===== config.mk =====
export PLATFORM = sky130hd
export DESIGN_NAME = jtframe_romrq_arb_flat
export DESIGN_NICKNAME = d
export VERILOG_FILES = /design/src/rtl/jtframe_romrq_arb_if.sv /design/src/rtl/jtframe_romrq_arb.sv /design/src/flat_wrapper.sv
export SDC_FILE = /design/constraint.sdc
export NUM_CORES = 1
export LEC_CHECK = 0
export CORE_MARGIN = 5
export CORE_UTILIZATION = 40
export CTS_CLUSTER_DIAMETER = 30
export CTS_CLUSTER_SIZE = 30
export DETAILED_ROUTE_END_ITERATION = 7
export MAX_ROUTING_LAYER = met4
export PLACE_DENSITY = 0.7
export SLEW_MARGIN = 40
export SYNTH_ARGS = -nofsm -noshare
export SYNTH_HDL_FRONTEND = slang
export SYNTH_SLANG_ARGS = --single-unit

===== constraint.sdc =====
create_clock -name i_clk -period 3.4 [get_ports i_clk]
set_input_delay 1.02 -clock i_clk [delete_from_list [all_inputs] [get_ports i_clk]]
set_output_delay 1.02 -clock i_clk [all_outputs]
set_load 0.02 [all_outputs]

===== src/rtl/jtframe_romrq_arb_if.sv =====
// rtl/jtframe_romrq_arb_if.sv - ROM slot and SDRAM read-port bundle for jtframe_romrq_arb
//
// Purpose: groups the four-slot ROM request side and the frame SDRAM read
// port into one bundle.
// Signals:
//   slot_cs[3:0]       per-slot read request
//   slot_addr[87:0]    packed word addresses, slot k at [22k+21:22k]
//   slot_ok[3:0]       slot k data valid for its current address
//   slot_dout[127:0]   packed cached data, slot k at [32k+31:32k]
//   sdram_req          read request to the frame
//   sdram_addr[21:0]   word address of the current request
//   sdram_ack          one-cycle pulse: request accepted
//   data_rdy           one-cycle pulse: data_read valid
//   data_read[31:0]    SDRAM read data
// Modports: master = arbiter side, slave = ROM consumers plus SDRAM frame side.
interface jtframe_romrq_arb_if;
    logic [3:0]   slot_cs;
    logic [87:0]  slot_addr;
    logic [3:0]   slot_ok;
    logic [127:0] slot_dout;
    logic         sdram_req;
    logic [21:0]  sdram_addr;
    logic         sdram_ack;
    logic         data_rdy;
    logic [31:0]  data_read;

    modport master (
        input  slot_cs, slot_addr, sdram_ack, data_rdy, data_read,
        output slot_ok, slot_dout, sdram_req, sdram_addr
    );

    modport slave (
        output slot_cs, slot_addr, sdram_ack, data_rdy, data_read,
        input  slot_ok, slot_dout, sdram_req, sdram_addr
    );
endinterface


===== src/rtl/jtframe_romrq_arb.sv =====
// rtl/jtframe_romrq_arb.sv - four-slot cached ROM request arbiter for the frame SDRAM read port
//
// Purpose: shares one SDRAM read port among four ROM consumers with a
// one-entry 32-bit cache per slot and fixed priority (slot 0 highest).
// Ports:
//   i_clk          system clock
//   i_rst_n        asynchronous active-low reset
//   i_downloading  ROM download in progress: freezes grants, invalidates caches
//   o_refresh_en   frame may refresh (port idle with nothing pending, or downloading)
//   bus            slot request side and SDRAM read port (master modport)
module jtframe_romrq_arb #(
    parameter logic [21:0] OFFSET0 = 22'h0,
    parameter logic [21:0] OFFSET1 = 22'h0,
    parameter logic [21:0] OFFSET2 = 22'h0,
    parameter logic [21:0] OFFSET3 = 22'h0
) (
    input  logic                   i_clk,
    input  logic                   i_rst_n,
    input  logic                   i_downloading,
    output logic                   o_refresh_en,
    jtframe_romrq_arb_if.master    bus
);

    typedef enum logic [1:0] {IDLE, WAIT_ACK, WAIT_RDY} state_t;

    state_t           r_state;
    state_t           w_state_nxt;
    logic [3:0]       r_valid;
    logic [3:0][21:0] r_tag;
    logic [3:0][31:0] r_data;
    logic [1:0]       r_gnt;
    logic [21:0]      r_lat_addr;
    logic             r_sdram_req;
    logic [21:0]      r_sdram_addr;

    logic [3:0][21:0] w_addr;
    logic [3:0]       w_hit;
    logic [3:0]       w_miss;
    logic             w_any_miss;
    logic [1:0]       w_gnt_idx;
    logic [21:0]      w_offset;
    logic             w_grant;
    logic             w_fill;

    assign w_addr = bus.slot_addr;

    always_comb begin
        for (int k = 0; k < 4; k++) begin
            w_hit[k] = r_valid[k] && (r_tag[k] == w_addr[k]);
        end
    end

    assign w_miss         = bus.slot_cs & ~w_hit;
    assign w_any_miss     = |w_miss;
    assign bus.slot_ok    = bus.slot_cs & w_hit;
    assign bus.slot_dout  = r_data;
    assign bus.sdram_req  = r_sdram_req;
    assign bus.sdram_addr = r_sdram_addr;
    assign o_refresh_en   = ((r_state == IDLE) && !w_any_miss) || i_downloading;

    // Fixed priority: lowest missing slot index wins.
    always_comb begin
        w_gnt_idx = 2'd0;
        if (w_miss[0])      w_gnt_idx = 2'd0;
        else if (w_miss[1]) w_gnt_idx = 2'd1;
        else if (w_miss[2]) w_gnt_idx = 2'd2;
        else if (w_miss[3]) w_gnt_idx = 2'd3;
    end

    always_comb begin
        w_offset = OFFSET0;
        case (w_gnt_idx)
            2'd0: w_offset = OFFSET0;
            2'd1: w_offset = OFFSET1;
            2'd2: w_offset = OFFSET2;
            2'd3: w_offset = OFFSET3;
            default: w_offset = OFFSET0;
        endcase
    end

    // data_rdy is only honoured in WAIT_RDY, so a pulse coinciding with the
    // ack is dropped.
    always_comb begin
        w_state_nxt = r_state;
        w_grant     = 1'b0;
        w_fill      = 1'b0;
        case (r_state)
            IDLE: begin
                if (!i_downloading && w_any_miss) begin
                    w_grant     = 1'b1;
                    w_state_nxt = WAIT_ACK;
                end
            end
            WAIT_ACK: begin
                if (bus.sdram_ack) w_state_nxt = WAIT_RDY;
            end
            WAIT_RDY: begin
                if (bus.data_rdy) begin
                    w_fill      = 1'b1;
                    w_state_nxt = IDLE;
                end
            end
            default: w_state_nxt = IDLE;
        endcase
    end

    always_ff @(posedge i_clk or negedge i_rst_n) begin
        if (!i_rst_n) r_state <= IDLE;
        else          r_state <= w_state_nxt;
    end

    always_ff @(posedge i_clk or negedge i_rst_n) begin
        if (!i_rst_n) begin
            r_valid      <= '0;
            r_tag        <= '0;
            r_data       <= '0;
            r_gnt        <= 2'd0;
            r_lat_addr   <= '0;
            r_sdram_req  <= 1'b0;
            r_sdram_addr <= '0;
        end else begin
            if (w_grant) begin
                r_gnt        <= w_gnt_idx;
                r_lat_addr   <= w_addr[w_gnt_idx];
                r_sdram_addr <= w_addr[w_gnt_idx] + w_offset;
                r_sdram_req  <= 1'b1;
            end
            if ((r_state == WAIT_ACK) && bus.sdram_ack) r_sdram_req <= 1'b0;
            // The fill always completes with the latched address; it only
            // becomes visible if no download started meanwhile.
            if (w_fill) begin
                r_tag[r_gnt]  <= r_lat_addr;
                r_data[r_gnt] <= bus.data_read;
                if (!i_downloading) r_valid[r_gnt] <= 1'b1;
            end
            if (i_downloading) r_valid <= '0;
        end
    end

endmodule


===== src/flat_wrapper.sv =====
// flat-port wrapper written by rule: the top's interface ports become plain ports
module jtframe_romrq_arb_flat 
#(
    parameter logic [21:0] OFFSET0 = 22'h0,
    parameter logic [21:0] OFFSET1 = 22'h0,
    parameter logic [21:0] OFFSET2 = 22'h0,
    parameter logic [21:0] OFFSET3 = 22'h0
)
  (i_clk, i_rst_n, i_downloading, o_refresh_en, bus_slot_cs, bus_slot_addr, bus_sdram_ack, bus_data_rdy, bus_data_read, bus_slot_ok, bus_slot_dout, bus_sdram_req, bus_sdram_addr);
  jtframe_romrq_arb_if bus_i ();
  input  logic i_clk;
  input  logic i_rst_n;
  input  logic i_downloading;
  output logic o_refresh_en;
  input wire logic [$bits(bus_i.slot_cs)-1:0] bus_slot_cs;
  input wire logic [$bits(bus_i.slot_addr)-1:0] bus_slot_addr;
  input wire logic [$bits(bus_i.sdram_ack)-1:0] bus_sdram_ack;
  input wire logic [$bits(bus_i.data_rdy)-1:0] bus_data_rdy;
  input wire logic [$bits(bus_i.data_read)-1:0] bus_data_read;
  output wire logic [$bits(bus_i.slot_ok)-1:0] bus_slot_ok;
  output wire logic [$bits(bus_i.slot_dout)-1:0] bus_slot_dout;
  output wire logic [$bits(bus_i.sdram_req)-1:0] bus_sdram_req;
  output wire logic [$bits(bus_i.sdram_addr)-1:0] bus_sdram_addr;
  assign bus_i.slot_cs = bus_slot_cs;
  assign bus_i.slot_addr = bus_slot_addr;
  assign bus_i.sdram_ack = bus_sdram_ack;
  assign bus_i.data_rdy = bus_data_rdy;
  assign bus_i.data_read = bus_data_read;
  assign bus_slot_ok = bus_i.slot_ok;
  assign bus_slot_dout = bus_i.slot_dout;
  assign bus_sdram_req = bus_i.sdram_req;
  assign bus_sdram_addr = bus_i.sdram_addr;
  jtframe_romrq_arb #(.OFFSET0(OFFSET0), .OFFSET1(OFFSET1), .OFFSET2(OFFSET2), .OFFSET3(OFFSET3)) u_core (.i_clk(i_clk), .i_rst_n(i_rst_n), .i_downloading(i_downloading), .o_refresh_en(o_refresh_en), .bus(bus_i));
endmodule

==> flow_metrics.tcl <==
set metrics [dict create \
    outcome "finished with violations" \
    violations "negative setup slack" \
    avgSynthCellArea_um2 13.3 \
    rsz0062_at_grt "yes" \
    overflow 0 \
    coreArea_mm2 0.0277 \
    ys.flop_type "dfrtp_1" \
    initial_core_util 0.403 \
    wl_met3_um 3490 \
    numPortBuffers 284 \
    netlist_area_mm2 0.0112 \
    synthMostInstantiatedCell "dfrtp_1" \
    cts-root-to-sink-buffers 3 \
    clk_latency_ns 0.55 \
    num_vias 8719 \
    path_max_fanout 2 \
    worst_slew_pin_slew_ns 0.600 \
    ys_top_cells_by_count "dfrtp_1, mux2_1, xnor2_1" \
    reg2reg_from "u_core.r_tag[51]" \
    gp_congestion 0.897 \
    rows 61 \
    yosysWarnings 0 \
    viasPerCell 5.28 \
    clock_skew_ns 0.0220 \
    synth_edf_count 0 \
    max_slew_margin 0.600 \
    syn_to_final_growth_pct 57.6 \
    cts.reportedPaths.clkPinSlew_ns 0.06 \
    wl_per_cell_um 22.5 \
    drt-pass1-iter-count 5 \
    netlist.area_leader.share 0.553 \
    tritoncts "built" \
    dp_hpwl_um 25300 \
    htree_levels 2 \
    cts.sinks 247 \
    finalSetupViolations 30 \
    synth_cell_types 40 \
    drv_slew 0 \
    drive_above_1_share 0.282 \
    worst_r2r_path_depth 18 \
    async_reset_ff_frac 1.00 \
    fill_cells 2071 \
    synth_top_cell_by_area "dfrtp_1" \
    cts_root_buffer "clkbuf_16" \
    postRouteAntennaNets 0 \
    hp-class "in -> async" \
    crit_type "in -> out" \
    drv_cap 0 \
    track_usage 0.242 \
    finalHoldViolations 0 \
    crit_arrival_ns 2.77 \
    maxUsedRoutingLayer "met4" \
    place_area_mm2 0.0150 \
    p_total_mw 16.2 \
    finalCritPeriodShare 1.12 \
    drc 0 \
    setup_ws_ns -0.394 \
    fmax_mhz 264 \
    syn_inst 840 \
    ys_seq_area_frac 0.553 \
    pwr_density_cell_mw_per_mm2 918 \
    synth_area_leaders "dfrtp_1, mux2_1, xnor2_1" \
    dr_wl_met2_um 18100 \
    die_area_mm2 0.0314 \
    pin_count 285 \
    fin_area_mm2 0.0176 \
    grt_pass1_wl_um 57100 \
    nets 1355 \
    grt_max_degree 73 \
    startpoint "bus_slot_addr[76]" \
    place_worst_setup_slack_ns -1.49 \
    start_kind "input port" \
    synth_nets 969 \
    p_leak_nw 8.07 \
    min_period_ns 3.79 \
    vdd_ir_drop_max_mv 0.729 \
    drt_iter0_drc 552 \
    cts_made_buffers 54 \
    grt_pass1_vias 9854 \
    critPathCaptureType "output port" \
    critical_path_required_ns 2.38 \
    die_h_um 177 \
    routed_wl_um 37100 \
    drt-met1-wl_um 13800 \
    antenna_found_initial 1 \
    die_x_um 177 \
    ys_seq_elements 247 \
]
registers in the layout, indices dropped and copies added (netlist names):
name,flops
u_core.r_lat_addr,22
u_core.r_gnt,2
u_core.bus.slot_dout,128
u_core.r_tag,88
u_core.bus.sdram_req,1
u_core.r_state,2
u_core.r_valid,4
logic make-up (layout without fill, tap and decap cells):
logic type | Yosys count | count (layout) | share of synthesized area
xor gates and xnor gates | 88 | 88 | 0.0690
AOI/OAI and AO/OA | 103 | 103 | 0.0796
buffers and inverters | 77 | 508 | 0.0281
muxes | 217 | 217 | 0.219
DFF | 247 | 247 | 0.553
other | 0 | 1 | 0
and+or+nand+nor | 108 | 108 | 0.0515
power by group:
part / internal (mW) / switching (mW) / leakage (nW)
Sequential: 4.15 / 0.997 / 3.23
Clock: 3.66 / 1.72 / 0.927
Combinational: 2.96 / 2.69 / 3.92
Total: 10.8 / 5.41 / 8.07
worst max-delay path: stages:
cell and delay (ns):
clkdlybuf4s15_1 0.21, xnor2_1 0.19, nand4_1 0.13, nor4_2 0.32
buf_4 0.19, a41oi_2 0.11, nor2_1 0.15, a41o_1 0.30
buf_6 0.15
layer usage:
layer	GRT usage	up-vias
li1	-	3839
met1	0.273	4373
met2	0.393	406
met3	0.0822	101
met4	0.109	0
met5	-	-
stage by stage:
stage	TNS, ns	utilization	hold slack, ns	instances
after floorplan	0	-	0.466	840
after global placement	-25.02	0.540	0.467	1530
after detailed placement	-23.85	0.540	0.473	1530
after CTS	-2.04	0.631	0.439	1646
after global routing	-4.69	0.636	0.463	1650
final	-3.34	0.636	0.427	1650
layout make-up:
type | instances | area [um2] | area share
Inverter | 27 | 101 | 0.00575
Tap cell | 378 | 473 | 0.0269
Clock buffer | 72 | 1550 | 0.0880
Clock inverter | 29 | 362 | 0.0205
Antenna cell | 1 | 2.50 | 0.000142
Timing Repair Buffer | 380 | 3580 | 0.203
Sequential cell | 247 | 6180 | 0.351
Multi-Input combinational cell | 516 | 5360 | 0.304
cell usage in the layout (no fill, tap or decap), types with 5 or more instances in the layout:
master | Yosys | layout
o211ai_1 | 27 | 27
dlygate4sd2_1 | 0 | 29
buf_12 | 0 | 5
a22oi_1 | 22 | 8
xnor2_1 | 62 | 21
xor2_1 | 26 | 19
xor2_2 | 0 | 7
o211ai_2 | 17 | 17
buf_2 | 8 | 21
clkinv_2 | 0 | 6
xnor2_2 | 0 | 34
clkbuf_1 | 37 | 5
buf_4 | 0 | 78
inv_6 | 0 | 8
inv_1 | 27 | 27
clkinvlp_4 | 0 | 6
mux2_1 | 209 | 209
nor2_1 | 15 | 12
o31ai_1 | 22 | 22
clkbuf_16 | 0 | 55
buf_6 | 2 | 25
clkbuf_2 | 0 | 7
xnor2_4 | 0 | 7
mux2_2 | 8 | 7
bufinv_16 | 0 | 6
nand2_1 | 29 | 29
clkbuf_8 | 0 | 13
dfrtp_1 | 247 | 247
clkdlybuf4s15_1 | 0 | 5
a22oi_2 | 0 | 14
buf_8 | 0 | 10
nand4_1 | 39 | 39
nor4_2 | 1 | 5
clkdlybuf4s50_1 | 0 | 197
final timing paths:
path | end | slack, ns
max reg2reg | u_core.r_lat_addr[21] | 0.02
min reg2reg | u_core.bus.sdram_req | 0.48
max in group asynchronous | u_core.bus.slot_dout[47] | 2.10
min in group i_clk | u_core.bus.sdram_req | 0.48
min | u_core.bus.slot_dout[24] | 0.43
max | o_refresh_en | -0.39
timing repair:
item | CTS | global route
gates resized for setup | 350 | 42
pin swaps | 90 | 36
hold endpoints to repair | 0 | 0
hold buffers | 0 | 0
endpoints found under the setup margin | 31 | 31
setup buffers | 19 | 10
cloned | 0 | 1
Note: power is estimated with default switching activity, not from simulation.
